File: src/rtl/fft_pkg.sv
// Shared FFT definitions: default word size, complex word layout, reader
// FSM states and the bit-reversal helper used by address generators.
package fft_pkg;

    localparam int unsigned WORD_SIZE_DEFAULT = 16;

    // A complex word is {real, imag}; a part's lsb is its slot times WORD_SIZE.
    localparam int unsigned CPLX_RE_SLOT = 1;
    localparam int unsigned CPLX_IM_SLOT = 0;

    typedef enum logic [1:0] {
        RD_IDLE   = 2'd0,
        RD_STREAM = 2'd1,
        RD_DONE   = 2'd2
    } reader_state_t;

    // Reverse the low 'width' bits of value; upper bits of the result are zero.
    function automatic logic [31:0] bitrev(input logic [31:0] value, input int unsigned width);
        logic [31:0] r;
        r = '0;
        for (int unsigned i = 0; i < 32; i++) begin
            if (i < width) begin
                r[5'(width - 1 - i)] = value[i];
            end
        end
        return r;
    endfunction

endpackage

File: src/rtl/fft_out_skid2.sv
// Two-entry FIFO-ordered valid/ready buffer exposing its occupancy.
// The writer is responsible for never pushing into a full buffer.
module fft_out_skid2 #(
    parameter int unsigned WIDTH = 32
) (
    input  logic             clk,
    input  logic             reset,
    input  logic             wr_valid,
    input  logic [WIDTH-1:0] wr_data,
    input  logic             rd_ready,
    output logic             rd_valid,
    output logic [WIDTH-1:0] rd_data,
    output logic [1:0]       count
);

    logic [WIDTH-1:0] head;
    logic [WIDTH-1:0] tail;
    logic             pop;

    assign pop      = rd_valid & rd_ready;
    assign rd_valid = (count != 2'd0);
    assign rd_data  = head;

    // Entry storage and occupancy; head always holds the oldest entry.
    always_ff @(posedge clk or posedge reset) begin
        if (reset) begin
            head  <= '0;
            tail  <= '0;
            count <= '0;
        end else begin
            case ({wr_valid, pop})
                2'b10: begin
                    if (count == 2'd0) head <= wr_data;
                    else               tail <= wr_data;
                    count <= count + 2'd1;
                end
                2'b01: begin
                    head  <= tail;
                    count <= count - 2'd1;
                end
                2'b11: begin
                    if (count == 2'd1) begin
                        head <= wr_data;
                    end else begin
                        head <= tail;
                        tail <= wr_data;
                    end
                end
                default: ;
            endcase
        end
    end

endmodule

File: src/rtl/fft_output_reader.sv
// FFT readout: after start, reads the frame at bitrev(k) for k = 0..N-1 and
// streams it in natural order over valid/ready with a two-entry buffer.
// Optional build macro FFT_OUTPUT_SCALE_EN divides each part by N (arithmetic
// shift by ADDR_WIDTH) on the buffer write path.
module fft_output_reader
    import fft_pkg::*;
#(
    parameter int unsigned N          = 32,
    parameter int unsigned WORD_SIZE  = WORD_SIZE_DEFAULT,
    parameter int unsigned ADDR_WIDTH = $clog2(N)
) (
    input  logic                   clk,
    input  logic                   reset,
    input  logic                   start,
    output logic                   rd_en,
    output logic [ADDR_WIDTH-1:0]  rd_addr,
    input  logic [2*WORD_SIZE-1:0] rd_data,
    output logic [2*WORD_SIZE-1:0] out_data,
    output logic [ADDR_WIDTH-1:0]  out_index,
    output logic                   out_valid,
    input  logic                   out_ready,
    output logic                   out_last,
    output logic                   busy,
    output logic                   done
);

    localparam int unsigned CPLX_W = 2 * WORD_SIZE;

    reader_state_t         state;
    reader_state_t         state_next;
    logic [ADDR_WIDTH:0]   rd_cnt;
    logic [ADDR_WIDTH-1:0] out_cnt;
    logic                  rd_pend;
    logic [1:0]            occ;
    logic [CPLX_W-1:0]     wr_data;
    logic                  launch;
    logic                  issue;
    logic                  pop;
    logic [2:0]            credit;

    // Entries the buffer will hold once this cycle's pop and pending read land.
    assign pop    = out_valid & out_ready;
    assign credit = 3'(occ) + 3'(rd_pend) - 3'(pop);

    // State register.
    always_ff @(posedge clk or posedge reset) begin
        if (reset) state <= RD_IDLE;
        else       state <= state_next;
    end

    // Next state, frame launch and read issue; rd_cnt saturates at N (top bit set).
    always_comb begin
        state_next = state;
        launch     = 1'b0;
        issue      = 1'b0;
        case (state)
            RD_IDLE, RD_DONE: begin
                if (start) begin
                    state_next = RD_STREAM;
                    launch     = 1'b1;
                end
            end
            RD_STREAM: begin
                issue = !rd_cnt[ADDR_WIDTH] && (credit < 3'd2);
                if (pop && out_last) state_next = RD_DONE;
            end
            default: state_next = RD_IDLE;
        endcase
    end

    // Read and output counters plus the one-cycle read-latency tracker.
    always_ff @(posedge clk or posedge reset) begin
        if (reset) begin
            rd_cnt  <= '0;
            out_cnt <= '0;
            rd_pend <= 1'b0;
        end else begin
            rd_pend <= issue;
            if (launch) begin
                rd_cnt  <= '0;
                out_cnt <= '0;
            end else begin
                if (issue) rd_cnt  <= rd_cnt + 1'b1;
                if (pop)   out_cnt <= out_cnt + 1'b1;
            end
        end
    end

    assign rd_en     = issue;
    assign rd_addr   = ADDR_WIDTH'(bitrev(32'(rd_cnt[ADDR_WIDTH-1:0]), ADDR_WIDTH));
    assign out_index = out_cnt;
    assign out_last  = out_valid && (out_cnt == ADDR_WIDTH'(N - 1));
    assign busy      = (state == RD_STREAM);
    assign done      = (state == RD_DONE);

`ifdef FFT_OUTPUT_SCALE_EN
    localparam int unsigned RE_LSB = WORD_SIZE * CPLX_RE_SLOT;
    localparam int unsigned IM_LSB = WORD_SIZE * CPLX_IM_SLOT;

    logic signed [WORD_SIZE-1:0] rd_re;
    logic signed [WORD_SIZE-1:0] rd_im;

    assign rd_re = rd_data[RE_LSB +: WORD_SIZE];
    assign rd_im = rd_data[IM_LSB +: WORD_SIZE];
    assign wr_data[RE_LSB +: WORD_SIZE] = rd_re >>> ADDR_WIDTH;
    assign wr_data[IM_LSB +: WORD_SIZE] = rd_im >>> ADDR_WIDTH;
`else
    assign wr_data = rd_data;
`endif

    fft_out_skid2 #(
        .WIDTH(CPLX_W)
    ) u_skid (
        .clk      (clk),
        .reset    (reset),
        .wr_valid (rd_pend),
        .wr_data  (wr_data),
        .rd_ready (out_ready),
        .rd_valid (out_valid),
        .rd_data  (out_data),
        .count    (occ)
    );

endmodule

File: config.mk
export PLATFORM = sky130hd
export DESIGN_NAME = fft_output_reader
export DESIGN_NICKNAME = d
export VERILOG_FILES = /design/src/rtl/fft_pkg.sv /design/src/rtl/fft_out_skid2.sv /design/src/rtl/fft_output_reader.sv
export SDC_FILE = /design/constraint.sdc
export NUM_CORES = 1
export LEC_CHECK = 0
export ABC_AREA = 1
export CORE_AREA = 2 2 93 95
export CTS_CLUSTER_DIAMETER = 30
export CTS_CLUSTER_SIZE = 8
export DETAILED_ROUTE_END_ITERATION = 12
export DIE_AREA = 0 0 95 97
export PLACE_DENSITY = 0.95
export SLEW_MARGIN = 0
export SYNTH_ARGS = -nofsm -noshare
export SYNTH_HDL_FRONTEND = slang
export SYNTH_SLANG_ARGS = --single-unit
export TNS_END_PERCENT = 10
File: constraint.sdc
create_clock -name clk -period 5.1 [get_ports clk]
set_input_delay 1.02 -clock clk [delete_from_list [all_inputs] [get_ports clk]]
set_output_delay 1.02 -clock clk [all_outputs]
set_load 0.05 [all_outputs]
==> impl_summary.txt, run 1 <==
----------------------------------------------------
[Route]
  Count of unresolved DRC violations after routing ... 0
  Number of search-and-repair iterations in the first detailed-routing pass ... 7
  Vias ... 4563
  Per-cell routed wire length ... 15.1 um
  Starting DRC count in detailed routing ... 579
  Total routed wirelength ... 12200 um
  DR vias/cell ... 5.63
  Antenna violation net count after detailed routing ... 0

[Clock tree]
  Clock tree root buffer cell ... sky130_fd_sc_hd__clkbuf_8
  Number of H-tree levels ... 3
  Max Buffers Root-to-Sink ... 2
  Clock-pin transition on the worst setup and hold timing paths ... 80 ps
  Total setup buffers inserted after CTS ... 0
  Post_cts resized ... 0
  CTS hold repair buffers ... 0
  Clock tree sinks ... 80
  TritonCTS clock tree ... built
  Clock latency on the worst-skew pair ... 370 ps
  Cts bufs inserted ... 9

[Place]
  Placed cell count ... 795
  Count of input and output buffers ... 82
  Post-Place Setup Slack ... 816 ps
  DP HPWL ... 7600 um
  GP Congestion ... 0.788
  Post-placement cell area ... 5350 um^2

[Final layout]
  Total inserted antenna cells ... 0
  Utilization of the core after routing ... 68.6%
  Final net count ... 745
  Count of fill cells added during filler insertion ... 663
  Layout overhead on the synthesized area ... 21.3%
  Cell area after layout ... 5580 um^2
  Final standard cell count with taps included and fillers excluded ... 811
  Leading cell type in the layout, fill and taps excluded ... sky130_fd_sc_hd__nand2_1
  Share of cells above drive strength 1 ... 5.10%
  Leading cell types in the layout, fill and taps excluded ... sky130_fd_sc_hd__nand2_1, sky130_fd_sc_hd__clkdlybuf4s50_1, sky130_fd_sc_hd__dfrtp_1, sky130_fd_sc_hd__nand3_1, sky130_fd_sc_hd__inv_1

[Logic synthesis]
  Synthesized area divided by synthesized cell count ... 7.11 um^2
  Fraction of the mapped netlist area in compound gates ... 4.60%
  Distinct cell type count of the synthesized netlist ... 24
  Synthesized-area fraction occupied by and/or/nand/nor cells ... 38.8%
  Synth Cell Area ... 4600 um^2
  Post-synthesis mux area share ... 0%
  Xor and xnor fraction of the mapped netlist area ... 0.952%
  Post-Synthesis Net Count ... 691
  Synth Warn # ... 0
  Share of synthesized area occupied by flip-flops and latches ... 43.5%
  Number of storage elements in the synthesis netlist ... 80
  Synthesized netlist cell count ... 647
  Largest family of logic cells by synthesized area ... simple AND/OR/NAND/NOR gates
  Share of synthesized cell area in full adder, half adder and majority cells ... 2.34%

[Global route]
  Number of global-route vias before repair ... 4513
  Combined global-route utilization of all metal layers ... 27.5%
  Global-route congestion overflow total ... 0
  Pin count of the biggest net entering global routing ... 66
  First-pass GRT wire length ... 20400 um
  Number of antenna violations at the first check in global routing ... 0

[STA]
  Fmax ... 0.233 GHz
  Final setup skew ... 12.3 ps
  Slew Viols, Final ... 0
  Relative slew slack ... 25.4%
  Final cycle utilization of the critical path ... 84.1%
  Fin crit period ... 4290 ps
  Final-report hold violation count ... 0
  Setup violators final ... 0
  Worst Setup Slack, final ... 809 ps
  Unrepaired setup endpoints after global routing ... no
  Worst Hold Margin ... 484 ps
  Post-Route Setup TNS ... 0 ps
  Worst-margin pin slew ... 1120 ps

[Worst setup path]
  Req. time, crit path ... 4080 ps
  Worst Path Max Fanout ... 11
  Setup CP Type ... in -> out
  Arrival @ worst endpoint ... 3270 ps
  Type of destination of the critical path ... output pin
  Worst Setup Start Kind ... input pin

[Floorplanning]
  Area of the core ... 8130 um^2
  Floorplan row count ... 33
  Die span in y ... 97 um
  Boundary pin count ... 83
  Starting Density ... 56.6%
  Die Wd ... 95 um
  Full die area ... 9220 um^2

[Power and ir drop]
  Worst vdd rail ir drop ... 583 uV
  Cell area power density ... 706 nW/um^2
  Reported leakage power ... 2.80 nW
  Power Total ... 3.94 mW

[Min path]
  Hold Path Class ... reg -> reg

[Run status]
  Result of the run ... finished clean

[Flow run]
  Count of maximum capacitance violations ... 0

----------------------------------------------------
-- layout make-up --
cell class	count	area, um^2	share of cell area [%]
Multi-Input combinational cell	469	2150	38.5
Tap cell	105	131	2.35
Sequential cell	80	2000	35.9
Timing Repair Buffer	88	863	15.5
Clock inverter	6	108	1.93
Inverter	53	200	3.59
Clock buffer	10	128	2.29
-- path summary, 6_finish.rpt --
check	start	end	slack, ps	depth (start not counted)
setup / recovery	out_ready	rd_en	810	10
hold / removal	u_skid.rd_data[2]$_DFFE_PP0P_	u_skid.rd_data[2]$_DFFE_PP0P_	480	2
setup reg to reg	u_skid.count[1]$_DFFE_PP0P_	u_skid.tail[11]$_DFFE_PP0P_	1900	9
hold reg to reg	u_skid.rd_data[2]$_DFFE_PP0P_	u_skid.rd_data[2]$_DFFE_PP0P_	480	2
max in group asynchronous	reset	state[1]$_DFFE_PP0P_	3070	3
min in group asynchronous	reset	u_skid.rd_data[18]$_DFFE_PP0P_	1040	2
-- flip-flops by register name (all words and copies together), names as in the netlist --
| register | cells |
|---|---|
| out_index | 5 |
| rd_cnt | 6 |
| u_skid.count | 2 |
| u_skid.tail | 32 |
| state | 2 |
| u_skid.rd_data | 32 |
| rd_pend | 1 |
-- cell families (layout without fill, tap and decap cells) --
logic type / Yosys count / in the layout
XOR/XNOR: 5 / 5
flip-flops: 80 / 80
buffers and inverters: 98 / 157
adder cells (fa/ha/maj): 8 / 8
AND/OR/NAND/NOR: 415 / 415
AO/OA/AOI/OAI: 41 / 41
-- per-layer routing --
layer / track usage, % / up-vias / share of wire, %
met4: 9.25 / 0 / 1.6
met2: 46.0 / 248 / 50
met1: 34.7 / 2139 / 40
met3: 6.46 / 25 / 8.2
met5: 0 / - / 0
li1: - / 2151 / -
-- power by group --
| group | switching [mW] | internal [mW] | total, mW | leakage (nW) |
|---|---|---|---|---|
| sequential | 0.210 | 0.922 | 1.13 | 1.00 |
| clock | 0.242 | 0.324 | 0.566 | 0.116 |
| combinational | 1.54 | 0.697 | 2.24 | 1.68 |
-- cells in the mapped netlist (all sizes together) --
cell type / n / area (um^2)
nor2: 14 / 77.6
clkbuf: 13 / 48.8
o31ai: 1 / 7.51
a21oi: 1 / 5.00
nand3: 76 / 385
ha: 7 / 87.6
dfrtp: 80 / 2000
xor2: 1 / 8.76
nand4: 33 / 206
fa: 1 / 20.0
buf: 32 / 205
o21ai: 38 / 190
nand2: 292 / 1110
inv: 53 / 199
o221ai: 1 / 8.76
xnor2: 4 / 35.0
-- critical path, cell delays in order --
cell and delay (ps):
sky130_fd_sc_hd__clkdlybuf4s50_1 490, sky130_fd_sc_hd__nand2_2 180, sky130_fd_sc_hd__nor2_1 220, sky130_fd_sc_hd__o21ai_0 150, sky130_fd_sc_hd__fa_1 500, sky130_fd_sc_hd__inv_1 40
sky130_fd_sc_hd__nor2_1 70, sky130_fd_sc_hd__nand2_1 60, sky130_fd_sc_hd__nor2_2 260, sky130_fd_sc_hd__buf_4 260
Power figures use the tool's default switching activity.
==> inputs of run 2 (changes only) <==
- CORE_AREA: 2 2 93 95 -> 2 2 101 103
- DIE_AREA: 0 0 95 97 -> 0 0 103 105
- PLACE_DENSITY: 0.95 -> 0.86
- clock period: 5.1 -> 3.9 ns (I/O delays scaled with it)
==> run 2 against run 1 <==
Compared with the run above:
- non-clock buffer count grew 4
- critical path depth is the same
- register-to-register slack lost 770 ps
- cell count grew 3.6%
- wire length shrank 3.0%
- sequential power grew 31%
- combinational power grew 32%
- total power grew 29%
- first-iteration DRC count shrank 46%
- setup slack lost 330 ps
- flip-flop and latch count is the same
- largest power group unchanged
- highest routed layer unchanged
==> impl_summary.txt, run 2 (synthesis results as in run 1) <==
----------------------------------------------------
[Place]
  Count of input and output buffers ... 82 (unchanged)
  GP Congestion ... 0.783 (was 0.788)
  DP HPWL ... 7490 um (was 7600 um)
  Post-Place Setup Slack ... 462 ps (was 816 ps)

[STA]
  Relative slew slack ... 24.2% (was 25.4%)
  Slew Viols, Final ... 0 (unchanged)
  Final-report hold violation count ... 0 (unchanged)
  Final cycle utilization of the critical path ... 87.8%
  Worst-margin pin slew ... 1140 ps (was 1120 ps)
  Fmax ... 0.292 GHz
  Final setup skew ... 9.43 ps (was 12.3 ps)
  Unrepaired setup endpoints after global routing ... no (unchanged)
  Setup violators final ... 0 (unchanged)
  Post-Route Setup TNS ... 0 ps (unchanged)
  Worst Setup Slack, final ... 476 ps (was 809 ps)
  Fin crit period ... 3420 ps

[Worst setup path]
  Arrival @ worst endpoint ... 2640 ps (was 3270 ps)
  Start of the worst register-to-register path ... u_skid.count[1]$_DFFE_PP0P_ (unchanged)
  Req. time, crit path ... 3120 ps (was 4080 ps)
  Slowest stage delay, CP ... 510 ps (was 500 ps)
  Number of buffers and inverters on the critical path ... 3 (unchanged)
  Library cell appearing most often on the critical path ... sky130_fd_sc_hd__nor2_1 (unchanged)
  Crit-path leading delay family ... buffers and inverters (unchanged)
  Ordered cell list for the critical path ... clkdlybuf4s50_1 > nand2_2 > nor2_1 > o21ai_0 > fa_1 > inv_1 > nor2_1 > nand2_1 > nor2_2 > buf_12 (was clkdlybuf4s50_1 > nand2_2 > nor2_1 > o21ai_0 > fa_1 > inv_1 > nor2_1 > nand2_1 > nor2_2 > buf_4)
  Critical path launch point ... out_ready (unchanged)
  Setup CP Type ... in -> out (unchanged)
  Type of destination of the critical path ... output pin (unchanged)
  Cell at the slowest stage of the critical path ... sky130_fd_sc_hd__clkdlybuf4s50_1 (was sky130_fd_sc_hd__fa_1)
  Worst Setup Start Kind ... input pin (unchanged)
  Worst Path Max Fanout ... 2 (was 11)

[Floorplanning]
  Area of the core ... 9640 um^2 (was 8130 um^2)
  Boundary pin count ... 83 (unchanged)
  Floorplan row count ... 36 (was 33)
  Die span in y ... 105 um (was 97 um)
  Starting Density ... 47.7% (was 56.6%)
  Full die area ... 10800 um^2 (was 9220 um^2)
  Die Wd ... 103 um (was 95 um)

[Final layout]
  Leading cell types in the layout, fill and taps excluded ... sky130_fd_sc_hd__nand2_1, sky130_fd_sc_hd__clkdlybuf4s50_1, sky130_fd_sc_hd__dfrtp_1, sky130_fd_sc_hd__nand3_1, sky130_fd_sc_hd__inv_1 (unchanged)
  Final net count ... 749 (was 745)
  Total inserted antenna cells ... 0 (unchanged)
  Share of cells above drive strength 1 ... 5.37% (was 5.10%)
  Layout overhead on the synthesized area ... 22.1% (was 21.3%)
  Leading cell type in the layout, fill and taps excluded ... sky130_fd_sc_hd__nand2_1 (unchanged)
  Utilization of the core after routing ... 58.3% (was 68.6%)

[Route]
  Count of unresolved DRC violations after routing ... 0 (unchanged)
  DR vias/cell ... 5.28 (was 5.63)
  Per-cell routed wire length ... 14.1 um (was 15.1 um)
  Starting DRC count in detailed routing ... 312 (was 579)
  Vias ... 4434 (was 4563)
  Antenna violation net count after detailed routing ... 0 (unchanged)
  Total routed wirelength ... 11800 um (was 12200 um)
  Number of search-and-repair iterations in the first detailed-routing pass ... 5 (was 7)

[Clock tree]
  CTS hold repair buffers ... 0 (unchanged)
  Max Buffers Root-to-Sink ... 2 (unchanged)
  Clock-pin transition on the worst setup and hold timing paths ... 80 ps (about the same)
  Cts bufs inserted ... 9 (unchanged)
  Post_cts resized ... 0 (unchanged)
  Clock tree sinks ... 80 (unchanged)
  Clock latency on the worst-skew pair ... 350 ps (was 370 ps)
  Number of H-tree levels ... 3 (unchanged)
  TritonCTS clock tree ... built (unchanged)
  Total setup buffers inserted after CTS ... 0 (unchanged)
  Clock tree root buffer cell ... sky130_fd_sc_hd__clkbuf_8 (unchanged)

[Global route]
  Combined global-route utilization of all metal layers ... 22.6% (was 27.5%)
  First-pass GRT wire length ... 19600 um (was 20400 um)
  Pin count of the biggest net entering global routing ... 66 (unchanged)
  Number of global-route vias before repair ... 4265 (was 4513)
  Global-route congestion overflow total ... 0 (unchanged)
  Number of antenna violations at the first check in global routing ... 0 (unchanged)

[Power and ir drop]
  Cell internal pwr ... 2.51 mW (was 1.94 mW)
  Reported leakage power ... 2.80 nW (about the same)
  Worst vdd rail ir drop ... 521 uV (was 583 uV)
  Power Total ... 5.08 mW (was 3.94 mW)
  Cell area power density ... 904 nW/um^2 (was 706 nW/um^2)
  Part of the total power dissipated in the clock network ... 12.5% (was 14.4%)
  Combinational share of power ... 58.3% (was 56.9%)
  Net switching power of the design ... 2.57 mW (was 2.00 mW)
  Switching portion of total power ... 50.5% (was 50.7%)
  Part of the power in registers ... 29.1% (was 28.7%)

[Min path]
  Hold Path Class ... reg -> reg (unchanged)
  Worst hold start ... u_skid.rd_data[26]$_DFFE_PP0P_ (was u_skid.rd_data[2]$_DFFE_PP0P_)

[Run status]
  Result of the run ... finished clean (unchanged)

[Flow run]
  Count of maximum capacitance violations ... 0 (unchanged)

----------------------------------------------------
## run 2: per-stage QoR
stage                     instance area (um^2)  instances  hold slack (ps)
after floorplan                           4600        647              452
after global placement                    5420        827              460
after detailed placement                  5420        827              465
after CTS                                 5620        840              484
after global routing                      5620        840              499
final                                     5620        840              480
## run 2: cell type report
cell class	instances	area, um^2
Timing Repair Buffer	92	906
Clock buffer	9	124
Tap cell	133	166
Inverter	53	200
Fill cell	899	4020
Clock inverter	4	72.6
Multi-Input combinational cell	469	2150
Sequential cell	80	2000
## run 2: final timing paths
path	to	slack (ps)	cells after the start
max in group asynchronous	u_skid.rd_data[13]$_DFFE_PP0P_	2240	3
min in group asynchronous	u_skid.rd_data[25]$_DFFE_PP0P_	920	2
worst min register to register	u_skid.rd_data[26]$_DFFE_PP0P_	480	2
worst max register to register	u_skid.tail[4]$_DFFE_PP0P_	1130	11
worst max-delay path	rd_en	480	10
worst min-delay path	u_skid.rd_data[26]$_DFFE_PP0P_	480	2
## run 2: power by group through the flow
stage / clock network (mW) / registers [mW] / logic [mW]
global placement: 0 / 1.46 / 2.87
global route: 0.680 / 1.53 / 3.25
floorplan: 0 / 2.04 / 1.59
detailed placement: 0 / 1.49 / 2.96
CTS: 0.652 / 1.48 / 2.98
finish: 0.637 / 1.48 / 2.96
## run 2: routing by layer
| metal | global-route usage (%) | up-vias | share of wire (%) |
|---|---|---|---|
| li1 | - | 2156 | - |
| met1 | 28.0 | 2093 | 41 |
| met2 | 40.1 | 165 | 51 |
| met3 | 3.34 | 20 | 6.9 |
| met4 | 6.58 | 0 | 1.2 |
| met5 | 0 | - | 0 |
## run 2: worst register-to-register path, stage by stage, from the launching register on
cell,delay (ps)
sky130_fd_sc_hd__dfrtp_1,440
sky130_fd_sc_hd__inv_1,140
sky130_fd_sc_hd__ha_1,310
sky130_fd_sc_hd__inv_2,70
sky130_fd_sc_hd__nand2_2,70
sky130_fd_sc_hd__buf_4,190
sky130_fd_sc_hd__nor2_4,50
sky130_fd_sc_hd__nand2_2,40
sky130_fd_sc_hd__buf_4,350
sky130_fd_sc_hd__nand3_2,670
sky130_fd_sc_hd__nand2_1,250
sky130_fd_sc_hd__nand2_1,80
